===== src/rtl/uart_rx_frame_ctrl_pkg.sv =====
// Shared definitions for the UART receive frame controller: FSM state
// encoding, parity-type encoding, the minimum oversampling ratio and a
// parity helper.
package uart_rx_pkg;

  typedef enum logic [2:0] {
    IDLE   = 3'd0,
    START  = 3'd1,
    DATA   = 3'd2,
    PARITY = 3'd3,
    STOP   = 3'd4
  } rx_state_e;

  localparam logic PAR_EVEN     = 1'b0;
  localparam logic PAR_ODD      = 1'b1;
  localparam int   MIN_PRESCALE = 8;

  // Parity bit the transmitter should have sent, given the XOR of the data.
  function automatic logic expected_parity(input logic data_xor, input logic par_typ);
    return (par_typ == PAR_ODD) ? ~data_xor : data_xor;
  endfunction

endpackage


===== src/rtl/uart_rx_frame_ctrl_if.sv =====
// Signal bundle between the UART frame controller and its environment:
// serial line, frame configuration, data_sampler handshake and frame results.
// The controller uses the slave view; the driving environment the master view.
interface uart_rx_frame_ctrl_if #(
  parameter int PRESCALE_WIDTH = 6,
  parameter int DATA_WIDTH     = 8
);
  logic                      rx_in;
  logic [PRESCALE_WIDTH-1:0] prescale;
  logic                      par_en;
  logic                      par_typ;
  logic                      sampled_bit;
  logic                      data_sampler_enable;
  logic                      sampling_tick;
  logic [DATA_WIDTH-1:0]     p_data;
  logic                      data_valid;
  logic                      par_err;
  logic                      stp_err;
  logic                      break_det;

  modport slave (
    input  rx_in, prescale, par_en, par_typ, sampled_bit,
    output data_sampler_enable, sampling_tick, p_data, data_valid,
           par_err, stp_err, break_det
  );

  modport master (
    output rx_in, prescale, par_en, par_typ, sampled_bit,
    input  data_sampler_enable, sampling_tick, p_data, data_valid,
           par_err, stp_err, break_det
  );
endinterface


===== src/rtl/uart_rx_frame_ctrl_counter.sv =====
// Per-bit edge counter and frame bit counter for the UART receiver.
// edge_cnt runs 0..prescale-1 while a frame is active; bit_cnt advances on
// each wrap. Decodes the sampler strobe window and the evaluation point
// from the prescale value latched at start detection.
module uart_rx_edge_bit_counter #(
  parameter int PRESCALE_WIDTH = 6,
  parameter int BIT_CNT_W      = 4
) (
  input  logic                      rx_clk,
  input  logic                      rst_n,
  input  logic                      i_start,
  input  logic                      i_active,
  input  logic                      i_clear,
  input  logic [PRESCALE_WIDTH-1:0] i_prescale,
  output logic                      o_wrap,
  output logic                      o_tick,
  output logic                      o_eval,
  output logic [BIT_CNT_W-1:0]      o_bit_cnt
);

  logic [PRESCALE_WIDTH-1:0] r_edge_cnt;
  logic [BIT_CNT_W-1:0]      r_bit_cnt;
  logic [PRESCALE_WIDTH-1:0] w_last;
  logic [PRESCALE_WIDTH-1:0] w_half;

  assign w_last    = i_prescale - PRESCALE_WIDTH'(1);
  assign w_half    = i_prescale >> 1;
  assign o_wrap    = i_active && (r_edge_cnt == w_last);
  assign o_tick    = i_active && ((r_edge_cnt == w_half - PRESCALE_WIDTH'(2)) ||
                                  (r_edge_cnt == w_half - PRESCALE_WIDTH'(1)) ||
                                  (r_edge_cnt == w_half));
  assign o_eval    = i_active && (r_edge_cnt == w_half + PRESCALE_WIDTH'(2));
  assign o_bit_cnt = r_bit_cnt;

  // Edge/bit counting: the start-detect cycle is edge 0, so START begins at edge 1.
  always_ff @(posedge rx_clk or negedge rst_n) begin
    // NOTE: sequential state uses non-blocking assignments only, so every
    // register samples the pre-edge values of its neighbours.
    if (!rst_n) begin
      r_edge_cnt <= '0;
      r_bit_cnt  <= '0;
    end else if (i_clear) begin
      r_edge_cnt <= '0;
      r_bit_cnt  <= '0;
    end else if (i_start) begin
      r_edge_cnt <= PRESCALE_WIDTH'(1);
      r_bit_cnt  <= '0;
    end else if (i_active) begin
      if (o_wrap) begin
        r_edge_cnt <= '0;
        r_bit_cnt  <= r_bit_cnt + BIT_CNT_W'(1);
      end else begin
        r_edge_cnt <= r_edge_cnt + PRESCALE_WIDTH'(1);
      end
    end
  end

endmodule


===== src/rtl/uart_rx_frame_ctrl.sv =====
// UART receive frame controller. Detects the start bit, drives the external
// data_sampler, deserialises LSB-first data and checks parity and stop bit.
// Optional feature macro: UART_RX_BREAK_DETECT_EN (break strobe plus an
// idle-high re-arm wait before the next start bit is accepted).
module uart_rx_frame_ctrl
  import uart_rx_pkg::*;
#(
  parameter int PRESCALE_WIDTH = 6,
  parameter int DATA_WIDTH     = 8
) (
  input logic               rx_clk,
  input logic               rst_n,
  uart_rx_frame_ctrl_if.slave bus
);

  localparam int BIT_CNT_W = $clog2(DATA_WIDTH + 3);

  rx_state_e                 r_state;
  logic [PRESCALE_WIDTH-1:0] r_prescale;
  logic                      r_par_en;
  logic                      r_par_typ;
  logic [DATA_WIDTH-1:0]     r_shreg;
  logic [DATA_WIDTH-1:0]     r_p_data;
  logic                      r_par_bad;
  logic                      r_stp_bad;
  logic                      r_data_valid;
  logic                      r_par_err;
  logic                      r_stp_err;

  logic                      w_armed;
  logic                      w_active;
  logic                      w_start_det;
  logic                      w_clear;
  logic                      w_wrap;
  logic                      w_tick;
  logic                      w_eval;
  logic [BIT_CNT_W-1:0]      w_bit_cnt;
  logic [PRESCALE_WIDTH-1:0] w_prescale_in;

`ifdef UART_RX_BREAK_DETECT_EN
  logic                      r_break_det;
  logic                      r_rearm_wait;
  logic [PRESCALE_WIDTH-1:0] r_rearm_cnt;

  assign w_armed       = ~r_rearm_wait;
  assign bus.break_det = r_break_det;
`else
  assign w_armed       = 1'b1;
  assign bus.break_det = 1'b0;
`endif

  // Ratios below the minimum are run at the minimum.
  assign w_prescale_in = (bus.prescale < PRESCALE_WIDTH'(MIN_PRESCALE)) ?
                         PRESCALE_WIDTH'(MIN_PRESCALE) : bus.prescale;

  assign w_active    = (r_state != IDLE);
  assign w_start_det = (r_state == IDLE) && w_armed && !bus.rx_in;
  assign w_clear     = ((r_state == START) && w_eval && bus.sampled_bit) ||
                       ((r_state == STOP) && w_wrap);

  assign bus.data_sampler_enable = w_active;
  assign bus.sampling_tick       = w_tick;
  assign bus.p_data              = r_p_data;
  assign bus.data_valid          = r_data_valid;
  assign bus.par_err             = r_par_err;
  assign bus.stp_err             = r_stp_err;

  uart_rx_edge_bit_counter #(
    .PRESCALE_WIDTH (PRESCALE_WIDTH),
    .BIT_CNT_W      (BIT_CNT_W)
  ) u_counter (
    .rx_clk     (rx_clk),
    .rst_n      (rst_n),
    .i_start    (w_start_det),
    .i_active   (w_active),
    .i_clear    (w_clear),
    .i_prescale (r_prescale),
    .o_wrap     (w_wrap),
    .o_tick     (w_tick),
    .o_eval     (w_eval),
    .o_bit_cnt  (w_bit_cnt)
  );

  // Frame FSM with shift register, error flags and registered result strobes.
  always_ff @(posedge rx_clk or negedge rst_n) begin
    if (!rst_n) begin
      r_state      <= IDLE;
      r_prescale   <= PRESCALE_WIDTH'(MIN_PRESCALE);
      r_par_en     <= 1'b0;
      r_par_typ    <= PAR_EVEN;
      r_shreg      <= '0;
      r_p_data     <= '0;
      r_par_bad    <= 1'b0;
      r_stp_bad    <= 1'b0;
      r_data_valid <= 1'b0;
      r_par_err    <= 1'b0;
      r_stp_err    <= 1'b0;
`ifdef UART_RX_BREAK_DETECT_EN
      r_break_det  <= 1'b0;
      r_rearm_wait <= 1'b0;
      r_rearm_cnt  <= '0;
`endif
    end else begin
      // NOTE: result strobes default low every cycle and are raised only in
      // the frame-end branch, which makes them exactly one cycle wide.
      r_data_valid <= 1'b0;
      r_par_err    <= 1'b0;
      r_stp_err    <= 1'b0;
`ifdef UART_RX_BREAK_DETECT_EN
      r_break_det  <= 1'b0;
`endif
      case (r_state)
        IDLE: begin
`ifdef UART_RX_BREAK_DETECT_EN
          // After a break the line must be idle-high for a full bit time.
          if (r_rearm_wait) begin
            if (!bus.rx_in) begin
              r_rearm_cnt <= '0;
            end else if (r_rearm_cnt == r_prescale - PRESCALE_WIDTH'(1)) begin
              r_rearm_wait <= 1'b0;
              r_rearm_cnt  <= '0;
            end else begin
              r_rearm_cnt <= r_rearm_cnt + PRESCALE_WIDTH'(1);
            end
          end
`endif
          if (w_start_det) begin
            r_state    <= START;
            r_prescale <= w_prescale_in;
            r_par_en   <= bus.par_en;
            r_par_typ  <= bus.par_typ;
            r_par_bad  <= 1'b0;
            r_stp_bad  <= 1'b0;
          end
        end
        START: begin
          if (w_eval && bus.sampled_bit) begin
            r_state <= IDLE;
          end else if (w_wrap) begin
            r_state <= DATA;
          end
        end
        DATA: begin
          if (w_eval) begin
            r_shreg <= {bus.sampled_bit, r_shreg[DATA_WIDTH-1:1]};
          end
          if (w_wrap && (w_bit_cnt == BIT_CNT_W'(DATA_WIDTH))) begin
            r_state <= r_par_en ? PARITY : STOP;
          end
        end
        PARITY: begin
          if (w_eval) begin
            r_par_bad <= (bus.sampled_bit != expected_parity(^r_shreg, r_par_typ));
          end
          if (w_wrap) begin
            r_state <= STOP;
          end
        end
        STOP: begin
          if (w_eval) begin
            r_stp_bad <= ~bus.sampled_bit;
          end
          if (w_wrap) begin
            r_state <= IDLE;
            if (!r_par_bad && !r_stp_bad) begin
              r_p_data     <= r_shreg;
              r_data_valid <= 1'b1;
            end else begin
              r_par_err <= r_par_bad;
              r_stp_err <= r_stp_bad;
            end
`ifdef UART_RX_BREAK_DETECT_EN
            if (r_stp_bad && (r_shreg == '0)) begin
              r_break_det  <= 1'b1;
              r_rearm_wait <= 1'b1;
              r_rearm_cnt  <= '0;
            end
`endif
          end
        end
        default: r_state <= IDLE;
      endcase
    end
  end

endmodule


===== src/flat_wrapper.sv =====
// flat-port wrapper written by rule: the top's interface ports become plain ports
module uart_rx_frame_ctrl_flat import uart_rx_pkg::*;
#(
  parameter int PRESCALE_WIDTH = 6,
  parameter int DATA_WIDTH     = 8
)
  (rx_clk, rst_n, bus_rx_in, bus_prescale, bus_par_en, bus_par_typ, bus_sampled_bit, bus_data_sampler_enable, bus_sampling_tick, bus_p_data, bus_data_valid, bus_par_err, bus_stp_err, bus_break_det);
  uart_rx_frame_ctrl_if #(.PRESCALE_WIDTH(PRESCALE_WIDTH), .DATA_WIDTH(DATA_WIDTH)) bus_i ();
  input logic rx_clk;
  input logic rst_n;
  input wire logic [$bits(bus_i.rx_in)-1:0] bus_rx_in;
  input wire logic [$bits(bus_i.prescale)-1:0] bus_prescale;
  input wire logic [$bits(bus_i.par_en)-1:0] bus_par_en;
  input wire logic [$bits(bus_i.par_typ)-1:0] bus_par_typ;
  input wire logic [$bits(bus_i.sampled_bit)-1:0] bus_sampled_bit;
  output wire logic [$bits(bus_i.data_sampler_enable)-1:0] bus_data_sampler_enable;
  output wire logic [$bits(bus_i.sampling_tick)-1:0] bus_sampling_tick;
  output wire logic [$bits(bus_i.p_data)-1:0] bus_p_data;
  output wire logic [$bits(bus_i.data_valid)-1:0] bus_data_valid;
  output wire logic [$bits(bus_i.par_err)-1:0] bus_par_err;
  output wire logic [$bits(bus_i.stp_err)-1:0] bus_stp_err;
  output wire logic [$bits(bus_i.break_det)-1:0] bus_break_det;
  assign bus_i.rx_in = bus_rx_in;
  assign bus_i.prescale = bus_prescale;
  assign bus_i.par_en = bus_par_en;
  assign bus_i.par_typ = bus_par_typ;
  assign bus_i.sampled_bit = bus_sampled_bit;
  assign bus_data_sampler_enable = bus_i.data_sampler_enable;
  assign bus_sampling_tick = bus_i.sampling_tick;
  assign bus_p_data = bus_i.p_data;
  assign bus_data_valid = bus_i.data_valid;
  assign bus_par_err = bus_i.par_err;
  assign bus_stp_err = bus_i.stp_err;
  assign bus_break_det = bus_i.break_det;
  uart_rx_frame_ctrl #(.PRESCALE_WIDTH(PRESCALE_WIDTH), .DATA_WIDTH(DATA_WIDTH)) u_core (.rx_clk(rx_clk), .rst_n(rst_n), .bus(bus_i));
endmodule

===== config.mk =====
export PLATFORM = sky130hd
export DESIGN_NAME = uart_rx_frame_ctrl_flat
export DESIGN_NICKNAME = d
export VERILOG_FILES = /design/src/rtl/uart_rx_frame_ctrl_pkg.sv /design/src/rtl/uart_rx_frame_ctrl_if.sv /design/src/rtl/uart_rx_frame_ctrl_counter.sv /design/src/rtl/uart_rx_frame_ctrl.sv /design/src/flat_wrapper.sv
export SDC_FILE = /design/constraint.sdc
export NUM_CORES = 1
export LEC_CHECK = 0
export CAP_MARGIN = 10
export CORE_ASPECT_RATIO = 2
export CORE_MARGIN = 3
export CORE_UTILIZATION = 40
export DETAILED_ROUTE_END_ITERATION = 16
export GPL_TIMING_DRIVEN = 0
export PLACE_DENSITY_LB_ADDON = 0.15
export SYNTH_ARGS = -nofsm -noshare
export SYNTH_HDL_FRONTEND = slang
export SYNTH_SLANG_ARGS = --single-unit
export TNS_END_PERCENT = 100

===== constraint.sdc =====
create_clock -name rx_clk -period 4.6 [get_ports rx_clk]
set_clock_uncertainty 0.15 [all_clocks]
set_input_delay 0.92 -clock rx_clk [delete_from_list [all_inputs] [get_ports rx_clk]]
set_output_delay 0.92 -clock rx_clk [all_outputs]
set_load 0.05 [all_outputs]

Yosys cells after proc, flatten, opt, wreduce, memory -nomap -nowiden
Cells that the tools add are included.

storage, ports and cells
  input bits = 12
  memory bits (read-only) = 0
  bits in writable memories = 0
  bits in latches = 0
  word-level logic and storage cells = 102
  memories kept = 0
  register bits after elaboration = 42

cells by class
  divide/modulo/power cells = 0
  shift-type cells = 0
  multiplexer cells = 32
  reduce and logical (&&, ||, !) cells = 30
  multipliers = 0
  bitwise logic cells = 2
  magnitude comparators = 1
  equal/unequal tests = 18
  $add $sub $neg = 6

operators with widths
  kind                                                         number
  two-way mux 6 bit                                            5
  equality test 6 bit                                          4
  two-way mux 3 bit                                            7
  two-way mux 4 bit                                            4
  case mux 3 bit (5 select lines)                              1
  two-way mux 1 bit                                            13
  logical AND 1 bit                                            10
  inequality test 2 x 1 -> 1 bit (second input constant)       5
  AND reduction 3 bit                                          3
  nonzero test 3 bit                                           3
  XOR reduction 8 bit                                          1
  adder 5 x 2 -> 6 bit (second input constant)                 1
  adder 6 x 1 -> 6 bit (second input constant)                 1
  equality test 3 x 2 -> 1 bit (second input constant)         2
  equality test 6 x 5 -> 1 bit                                 1
  less-than comparator 6 x 4 -> 1 bit (second input constant)  1
  AND reduction 2 bit                                          3
  subtractor 5 x 1 -> 6 bit (second input constant)            1
  subtractor 5 x 2 -> 6 bit (second input constant)            1
  subtractor 6 x 1 -> 6 bit (second input constant)            1
  AND reduction 5 bit                                          1
  adder 4 x 1 -> 4 bit (second input constant)                 1
  equality test 4 bit (second input constant)                  1
  case mux 1 bit (2 select lines)                              2
  10 further kinds                                             16

Logic depth before layout (Yosys ltp)
  word-level depth = 8
  depth in mapped cells = 9
  depth with buffers taken out = 7

By module
Synthesis repeated with hierarchy kept, for this count alone.

second synthesis, totals
  cell total of the unflattened synthesis = 255
  area, all modules = 2578.7 µm²

by module, submodules not included
  module                    seq. area each (µm²)  area each (µm²)  cells an instance  times used
  uart_rx_frame_ctrl        802.0                 1481.4           126                1
  uart_rx_edge_bit_counter  250.2                 1097.3           129                1

Least setup slack after synthesis
No wires, ideal clock.

  kind = reg-to-output
  start point = register u_core.r_prescale[3]
  end point = output bus_sampling_tick
  buffers on the path = 1
  path slack = 957 ps
  arrival time = 2573 ps
  data required time = 3530 ps
  stages on the path, launching flop included = 9
  cell sequence = dfstp_2 buf_2 inv_1 ha_1 xor2_1 o221ai_1 a211oi_1 o211ai_1 a21oi_1

between the ends
  cells in the longest elaborated chain, start to end = 5

RTL lines
  what                                                                    RTL line                                                            text
  start: declaration                                                      uart_rx_frame_ctrl.sv:19                                            logic [PRESCALE_WIDTH-1:0] r_prescale;
  start signal: assignment                                                uart_rx_frame_ctrl.sv:88                                            r_prescale <= PRESCALE_WIDTH'(MIN_PRESCALE);
  start signal: assignment                                                uart_rx_frame_ctrl.sv:129                                           r_prescale <= w_prescale_in;
  subtractor 5 x 2 -> 6 bit or subtractor 5 x 1 -> 6 bit (tied branches)  uart_rx_frame_ctrl_counter.sv:29, uart_rx_frame_ctrl_counter.sv:30
  equality test 6 bit (on tied branches)                                  uart_rx_frame_ctrl_counter.sv:29, uart_rx_frame_ctrl_counter.sv:30
  logical OR 1 bit                                                        uart_rx_frame_ctrl_counter.sv:29                                    assign o_tick = i_active && ((r_edge_cnt == w_half - PRESCALE_WIDTH'(2)) ||
  logical OR 1 bit *                                                      uart_rx_frame_ctrl_counter.sv:30                                    (r_edge_cnt == w_half - PRESCALE_WIDTH'(1)) ||
  logical AND 1 bit *                                                     uart_rx_frame_ctrl_counter.sv:29
  end: declaration                                                        flat_wrapper.sv:17                                                  output wire logic [$bits(bus_i.sampling_tick)-1:0] bus_sampling_tick;

Every way passes the cells marked *; elsewhere a longest branch is shown, timed or not.

Worst setup path in the final report
Same ends and word-level chain as after synthesis.

==> results.py <==
metrics = {
    "power_and_ir_drop": {
        "total_design_power_uw": 2150,
        "netSwitchingFraction_pct": 44.9,
        "p_int_uw": 1190,
        "power_dens_cells_nw_per_um2": 674,
        "clockPowerShare_pct": 16.2,
        "power.leakage_uw": 0.00140,
        "max-vdd-ir-drop_mv": 0.415,
        "switching_power_uw": 965,
        "power_frac_comb_pct": 56.9,
        "seq_power_share_pct": 26.9,
    },
    "yosys": {
        "synth-seq-cells": 42,
        "ys_async_sr_fraction_pct": 100,
        "yosysTopAreaCell": "sky130_fd_sc_hd__dfrtp_1",
        "synth_top_cell_area_share_pct": 38.2,
        "number_of_synthesized_flops_with_an_enable_pin": 0,
        "synth-seq-area-share_pct": 39.2,
        "syn_avg_cell_area_um2": 9.74,
        "top_post_synthesis_cells_by_area": "sky130_fd_sc_hd__dfrtp_1 (38%), sky130_fd_sc_hd__mux2_2 (6.3%), sky130_fd_sc_hd__xnor2_1 (5.9%)",
        "synth.cell_area_um2": 2690,
        "synth.net_count": 297,
        "yosysWarnings": 0,
        "synth_top_flop_cell": "sky130_fd_sc_hd__dfrtp_1",
        "netlist-cell-type-count": 61,
        "synthCells": 276,
    },
    "die": {
        "chipWidth_um": 64.0,
        "floorplan.initialDensity_pct": 41.9,
        "placementRows": 41,
        "fp.dieH_um": 122,
        "core_area_um2": 6410,
        "die_area_um2": 7800,
        "num_io_pins": 26,
    },
    "worst_setup_path": {
        "timing_worst_setup_path_type": "register to primary output",
        "worst_r2r_endpoint": "u_core.r_state[0]$_DFFE_PN0P_",
        "timing.critical_path.required_ps": 3530,
        "critical_path_arrival_ps": 3280,
        "launch_point_of_the_worst_reg_to_reg_path": "u_core.r_prescale[3]$_DFFE_PN1P_",
        "timing.critical_path.fanout_max": 8,
        "critPathLaunchType": "register",
        "worst_setup_path_end_kind": "primary output",
        "rr_worst_depth": 8,
        "reg2reg_slack_ps": 1640,
    },
    "routing": {
        "via_per_inst": 5.39,
        "detailedRoute.firstPassIterationCount": 4,
        "drt_wl_total_mm": 6.56,
        "wl_per_cell_um": 16.6,
        "route.vias.total": 2128,
        "dr.first_iter.drc_count": 116,
        "drt_drc": 0,
        "antenna_violating_nets_post_route": 0,
    },
    "cells_and_area": {
        "finalCoreUtilization_pct": 49.8,
        "area.growth.synth_to_final_pct": 18.8,
        "design_area_um2": 3190,
        "layout_commonest_cell": "sky130_fd_sc_hd__dfrtp_1",
        "final_cell_mix": "sky130_fd_sc_hd__dfrtp_1 (41), sky130_fd_sc_hd__clkdlybuf4s50_1 (23), sky130_fd_sc_hd__nand2_1 (22)",
        "nets": 329,
        "final_antenna_diode_count": 0,
        "layout-drive-gt1-share_pct": 16.2,
    },
    "worst_hold_path": {
        "whs_path_depth": 1,
        "min-delay-path-class": "register to register",
        "hold_path_startpoint": "u_core.bus.p_data[1]$_DFFE_PN0P_",
        "holdPathEnd": "u_core.bus.p_data[1]$_DFFE_PN0P_",
    },
    "clock_tree": {
        "ctsHtreeMaxLevel": 2,
        "tritoncts": "built",
        "cts-buffers-inserted": 5,
        "hold_buffers": 0,
        "clock_net_sink_count": 42,
        "clk_latency_ps": 290,
        "maximum_number_of_buffers_from_clock_root_to_sink": 2,
        "postCtsSetupBuffers": 0,
        "cts-root-buf": "sky130_fd_sc_hd__clkbuf_16",
        "post_cts_resize_count": 0,
        "cts.reportedPaths.clkPinSlew_ps": 60,
    },
    "global_route": {
        "track_usage_pct": 18.1,
        "grt_first_pass_wirelength_mm": 10.7,
        "grt_antenna_before_repair": 0,
        "via_count_of_the_first_global_routing_pass": 2202,
        "grt_start_max_net_pins": 31,
        "grt.overflow.total": 0,
    },
    "sta": {
        "setup_total_negative_slack_ps": 0,
        "maxSlewViolCount": 0,
        "max_clock_freq_mhz": 230,
        "hold_viol": 0,
        "final_worst_setup_slack_ps": 248,
        "setup_viol_count_final": 0,
        "slew_headroom_pct": 63.8,
        "grt_setup_unrepaired": "no",
        "max_slew.worst_pin.slew_ps": 540,
        "layout_worst_path_cycle_share_pct": 94.6,
        "fin_crit_ps": 4350,
    },
    "place": {
        "detailedPlace.worstSlack_ps": 571,
        "dpl_cell_area_um2": 3050,
        "gp_routability_congestion": 0.845,
        "final_hpwl_dp_mm": 5.17,
        "numPortBuffers": 24,
    },
    "flow_run": {
        "cap_violations": 0,
    },
    "outcome": {
        "outcome": "finished, final reports clean",
    },
}
[critical path: stages, from the launching register on]
cell and delay [ps]:
sky130_fd_sc_hd__dfstp_2 530, sky130_fd_sc_hd__buf_2 210, sky130_fd_sc_hd__inv_1 120, sky130_fd_sc_hd__ha_1 370, sky130_fd_sc_hd__xor2_1 280, sky130_fd_sc_hd__o221ai_1 180
sky130_fd_sc_hd__a211oi_1 230, sky130_fd_sc_hd__o211ai_1 120, sky130_fd_sc_hd__a21oi_1 140, sky130_fd_sc_hd__clkdlybuf4s50_1 810
[worst max path at each step]
stage,from,end,slack (ps)
after floorplan,u_core.r_prescale[3]$_DFFE_PN1P_,bus_sampling_tick,960
after global placement,u_core.r_prescale[3]$_DFFE_PN1P_,bus_sampling_tick,580
after detailed placement,u_core.r_prescale[3]$_DFFE_PN1P_,bus_sampling_tick,570
after CTS,u_core.r_prescale[3]$_DFFE_PN1P_,bus_sampling_tick,240
after global routing,u_core.r_prescale[3]$_DFFE_PN1P_,bus_sampling_tick,130
final,u_core.r_prescale[3]$_DFFE_PN1P_,bus_sampling_tick,250
[power by group through the flow]
| stage | registers [µW] | logic [µW] | clock network (µW) |
|---|---|---|---|
| after detailed placement | 585 | 1210 | 0 |
| after CTS | 579 | 1220 | 354 |
| after global placement | 582 | 1200 | 0 |
| final | 580 | 1220 | 348 |
| after floorplan | 556 | 960 | 0 |
| after global routing | 592 | 1350 | 370 |
[through the flow]
| step | hold slack (ps) | instances |
|---|---|---|
| 2_1_floorplan | 310 | 276 |
| 3_3_place_gp | 335 | 386 |
| 3_5_place_dp | 346 | 387 |
| 4_1_cts | 360 | 395 |
| 5_1_grt | 373 | 395 |
| 6_report | 349 | 395 |
[metal layers]
metal / up-vias / GRT usage [%] / part of all wire, %
met5: - / 0 / 0
met2: 43 / 35.4 / 58
li1: 1039 / - / -
met1: 1028 / 17.0 / 36
met3: 18 / 2.40 / 2.2
met4: 0 / 11.4 / 4.5
[logic make-up after synthesis]
| group | Yosys count | share of synthesized area, % |
|---|---|---|
| AO/OA/AOI/OAI | 60 | 14.9 |
| XOR/XNOR | 30 | 10.1 |
| adder cells (fa/ha/maj) | 9 | 4.19 |
| buffers and inverters | 29 | 5.21 |
| flip-flops | 42 | 39.2 |
| multiplexers | 18 | 7.45 |
| other | 1 | 0.140 |
| AND/OR/NAND/NOR | 87 | 18.9 |
[cells in the mapped netlist (2+ instances only)]
library cell               instances
sky130_fd_sc_hd__nor2_1           14
sky130_fd_sc_hd__dfrtp_1          41
sky130_fd_sc_hd__buf_2             9
sky130_fd_sc_hd__and3_1            5
sky130_fd_sc_hd__nor2b_1           3
sky130_fd_sc_hd__or4_1             4
sky130_fd_sc_hd__xor2_1           11
sky130_fd_sc_hd__o31ai_1           5
sky130_fd_sc_hd__nand2b_1          6
sky130_fd_sc_hd__ha_1              9
sky130_fd_sc_hd__inv_1            12
sky130_fd_sc_hd__nand2_1          22
sky130_fd_sc_hd__nor3_4            2
sky130_fd_sc_hd__o221ai_1          2
sky130_fd_sc_hd__o21a_1            3
sky130_fd_sc_hd__a32o_1            2
sky130_fd_sc_hd__xnor2_1          18
sky130_fd_sc_hd__mux2_2           15
sky130_fd_sc_hd__nand4_1           4
sky130_fd_sc_hd__a21oi_1          15
sky130_fd_sc_hd__mux2i_1           2
sky130_fd_sc_hd__and2_1            2
sky130_fd_sc_hd__or2_2             2
sky130_fd_sc_hd__o41ai_1           3
sky130_fd_sc_hd__clkbuf_1          3
sky130_fd_sc_hd__nor3_1            6
sky130_fd_sc_hd__nor3b_1           2
sky130_fd_sc_hd__buf_6             2
sky130_fd_sc_hd__o21ai_0          15
sky130_fd_sc_hd__nand3_1           6
[registers in the layout, indices dropped and copies added (netlist names)]
signal and count:
u_core.bus.data_valid 1, u_core.bus.p_data 8, u_core.bus.par_err 1, u_core.bus.stp_err 1, u_core.r_par_bad 1, u_core.r_par_en 1, u_core.r_par_typ 1, u_core.r_prescale 6
u_core.r_shreg 8, u_core.r_state 3, u_core.r_stp_bad 1, u_core.u_counter.o_bit_cnt 4, u_core.u_counter.r_edge_cnt 6
[layout make-up]
type | instances | area [µm²]
plain buffers | 16 | 91.3
clock buffers | 6 | 129
clock inverters | 2 | 13.8
fillers | 616 | 3220
inverters | 13 | 48.8
multi-input cells | 205 | 1500
flip-flops and latches | 42 | 1050
well taps | 86 | 108
repair buffers | 25 | 255
(Power assumes the default switching activity.)
==> RTL edit, RTL diff (same flow settings) <==
`PRESCALE_WIDTH` is set to 6 in 4 places; all go to 3.
--- a/src/rtl/uart_rx_frame_ctrl_if.sv
+++ b/src/rtl/uart_rx_frame_ctrl_if.sv
@@ -2,7 +2,7 @@
 // serial line, frame configuration, data_sampler handshake and frame results.
 // The controller uses the slave view; the driving environment the master view.
 interface uart_rx_frame_ctrl_if #(
-  parameter int PRESCALE_WIDTH = 6,
+  parameter int PRESCALE_WIDTH = 3,
   parameter int DATA_WIDTH     = 8
 );
   logic                      rx_in;
--- a/src/rtl/uart_rx_frame_ctrl_counter.sv
+++ b/src/rtl/uart_rx_frame_ctrl_counter.sv
@@ -3,7 +3,7 @@
 // each wrap. Decodes the sampler strobe window and the evaluation point
 // from the prescale value latched at start detection.
 module uart_rx_edge_bit_counter #(
-  parameter int PRESCALE_WIDTH = 6,
+  parameter int PRESCALE_WIDTH = 3,
   parameter int BIT_CNT_W      = 4
 ) (
   input  logic                      rx_clk,
--- a/src/rtl/uart_rx_frame_ctrl.sv
+++ b/src/rtl/uart_rx_frame_ctrl.sv
@@ -5,7 +5,7 @@
 module uart_rx_frame_ctrl
   import uart_rx_pkg::*;
 #(
-  parameter int PRESCALE_WIDTH = 6,
+  parameter int PRESCALE_WIDTH = 3,
   parameter int DATA_WIDTH     = 8
 ) (
   input logic               rx_clk,
--- a/src/flat_wrapper.sv
+++ b/src/flat_wrapper.sv
@@ -1,7 +1,7 @@
 // flat-port wrapper written by rule: the top's interface ports become plain ports
 module uart_rx_frame_ctrl_flat import uart_rx_pkg::*;
 #(
-  parameter int PRESCALE_WIDTH = 6,
+  parameter int PRESCALE_WIDTH = 3,
   parameter int DATA_WIDTH     = 8
 )
   (rx_clk, rst_n, bus_rx_in, bus_prescale, bus_par_en, bus_par_typ, bus_sampled_bit, bus_data_sampler_enable, bus_sampling_tick, bus_p_data, bus_data_valid, bus_par_err, bus_stp_err, bus_break_det);
Ports: changed (resized bus_prescale); port bits go from 26 to 23. No check against the original RTL was run, so the function may have changed too.
==> RTL edit against the unedited design <==
Synthesized area decreased by 29%. Final area decreased by 29%. Critical path type unchanged. Power decreased by 32%. Largest power group unchanged. Critical path depth shrank 4. Sequential cell count is 6 lower. Routed wire length shrank 37%. Count of clock-buffer cells in the layout is the same. Worst setup slack improved by 0.54 ns. Via count shrank 35%.
==> RTL edit: results (changes against the unedited design) <==
Timing:
- The final period utilization is 82.8% (was 94.6%).
- The max-slew headroom at the worst pin came to 46.1% (was 63.8%).

Logic synthesis:
- The total nets after synthesis was 182 (was 297).
- Top cells by count, synth: 36 x dfrtp_1, 21 x mux2_2, 11 x inv_1 (was 41 x dfrtp_1, 22 x nand2_1, 18 x xnor2_1).
- Synth area leaders: dfrtp_1 47%, mux2_2 12%, xnor2_1 4.1%, ha_1 3.3%, xnor3_1 2.4% (was dfrtp_1 38%, mux2_2 6.3%, xnor2_1 5.9%, ha_1 4.2%, xor2_1 3.6%).
- The distinct cell type count of the synthesized netlist is 41 (was 61).
- The parity-gate share of the synthesized area counting xor and xnor cells came to 7.86% (was 10.1%).
- The adder-cell share of the synthesized area is 3.27% (was 4.19%).

Setup path:
- The slack of the worst reg-to-reg path came to 2.07 ns (was 1.64 ns).
- The launching element of the worst setup path is u_core.u_counter.r_edge_cnt[0] (was u_core.r_prescale[3]).
- The arrival time at the worst endpoint is 2.74 ns (was 3.28 ns).
- The reg-to-reg endpoint is u_core.bus.p_data[6] (was u_core.r_state[0]).
- The startpoint of the most critical register-to-register path is u_core.r_prescale[0] (was u_core.r_prescale[3]).

Layout:
- The signed area change from the synthesized netlist to the final layout is 19.2% (was 18.8%).
- The inverter count is 11 (was 13).
- The sequential cell area was 901 sq um (was 0.00105 sq mm).
- The final net count is 210 (was 329).
- The flip-flop and latch count is 36 (was 42).
- The multi-input combinational cell area is 936 sq um (was 0.00150 sq mm).

Pwr:
- The part of the total power dissipated in sequential elements was 32.1% (was 26.9%).
- The worst voltage drop across the vdd grid is 0.000421 V (was 0.000415 V).
- The post-layout total power came to 0.00146 W (was 0.00215 W).
- The leakage power total is 1.07 nW (was 1.40 nW).
- The power of the clock network is 0.000229 W (was 0.000348 W).
- The internal power contribution is 0.000832 W (was 0.00119 W).

Worst hold path:
- The hold path startpoint is u_core.bus.p_data[0] (was u_core.bus.p_data[1]).

Global routing:
- The global-route usage over all layers is 16.7% (was 18.1%).
- The via count of the first global-routing pass was 1523 (was 2202).
- The pin count of the biggest net entering global routing was 37 (was 31).
- The global-route wire length before repair is 6.90 mm (was 10.7 mm).

Placed design:
- The instance count after placement with tap cells included was 244 (was 387).
- The post-detailed-placement cell area is 0.00218 sq mm (was 0.00305 sq mm).
- The detailed placer's ending HPWL came to 3.15 mm (was 5.17 mm).
- The pre-CTS setup slack is 1.13 ns (was 0.571 ns).

Floorplan:
- The full die area is 0.00569 sq mm (was 0.00780 sq mm).

CTS:
- The root cell of the clock tree is clkbuf_8 (was clkbuf_16).

Route:
- The initial DRC count is 37 (was 116).

Status:
- Run status: finished clean (unchanged).
[RTL edit: changes by cell type in the layout (fill, tap and decap cells not counted), moves of 5 or more]
cell	before	now
buf_2	10	3
o21ai_0	15	8
nand2_1	22	6
xnor2_1	18	9
xor2_1	11	3
dfrtp_1	41	36
clkbuf_8	0	6
nor2_1	14	8
a21oi_1	15	5
mux2_2	15	21
clkbuf_16	5	0
[RTL edit: metal layers]
metal / wire, um / GRT usage, % / vias up
li1: - / - / 644
met5: 0 / 0 / -
met3: 110 / 3.45 / 12
met1: 1460 / 16.0 / 687
met4: 126 / 9.63 / 0
met2: 2420 / 29.7 / 34
[RTL edit: worst min path at each step]
stage,depth (start not counted),slack (ns),end
6_report,1,0.36,u_core.bus.p_data[0]
3_3_place_gp,1,0.34,u_core.bus.p_data[7]
5_1_grt,1,0.37,u_core.bus.p_data[7]
4_1_cts,1,0.36,u_core.bus.p_data[7]
2_1_floorplan,1,0.35,u_core.r_par_typ
3_5_place_dp,1,0.35,u_core.bus.p_data[7]
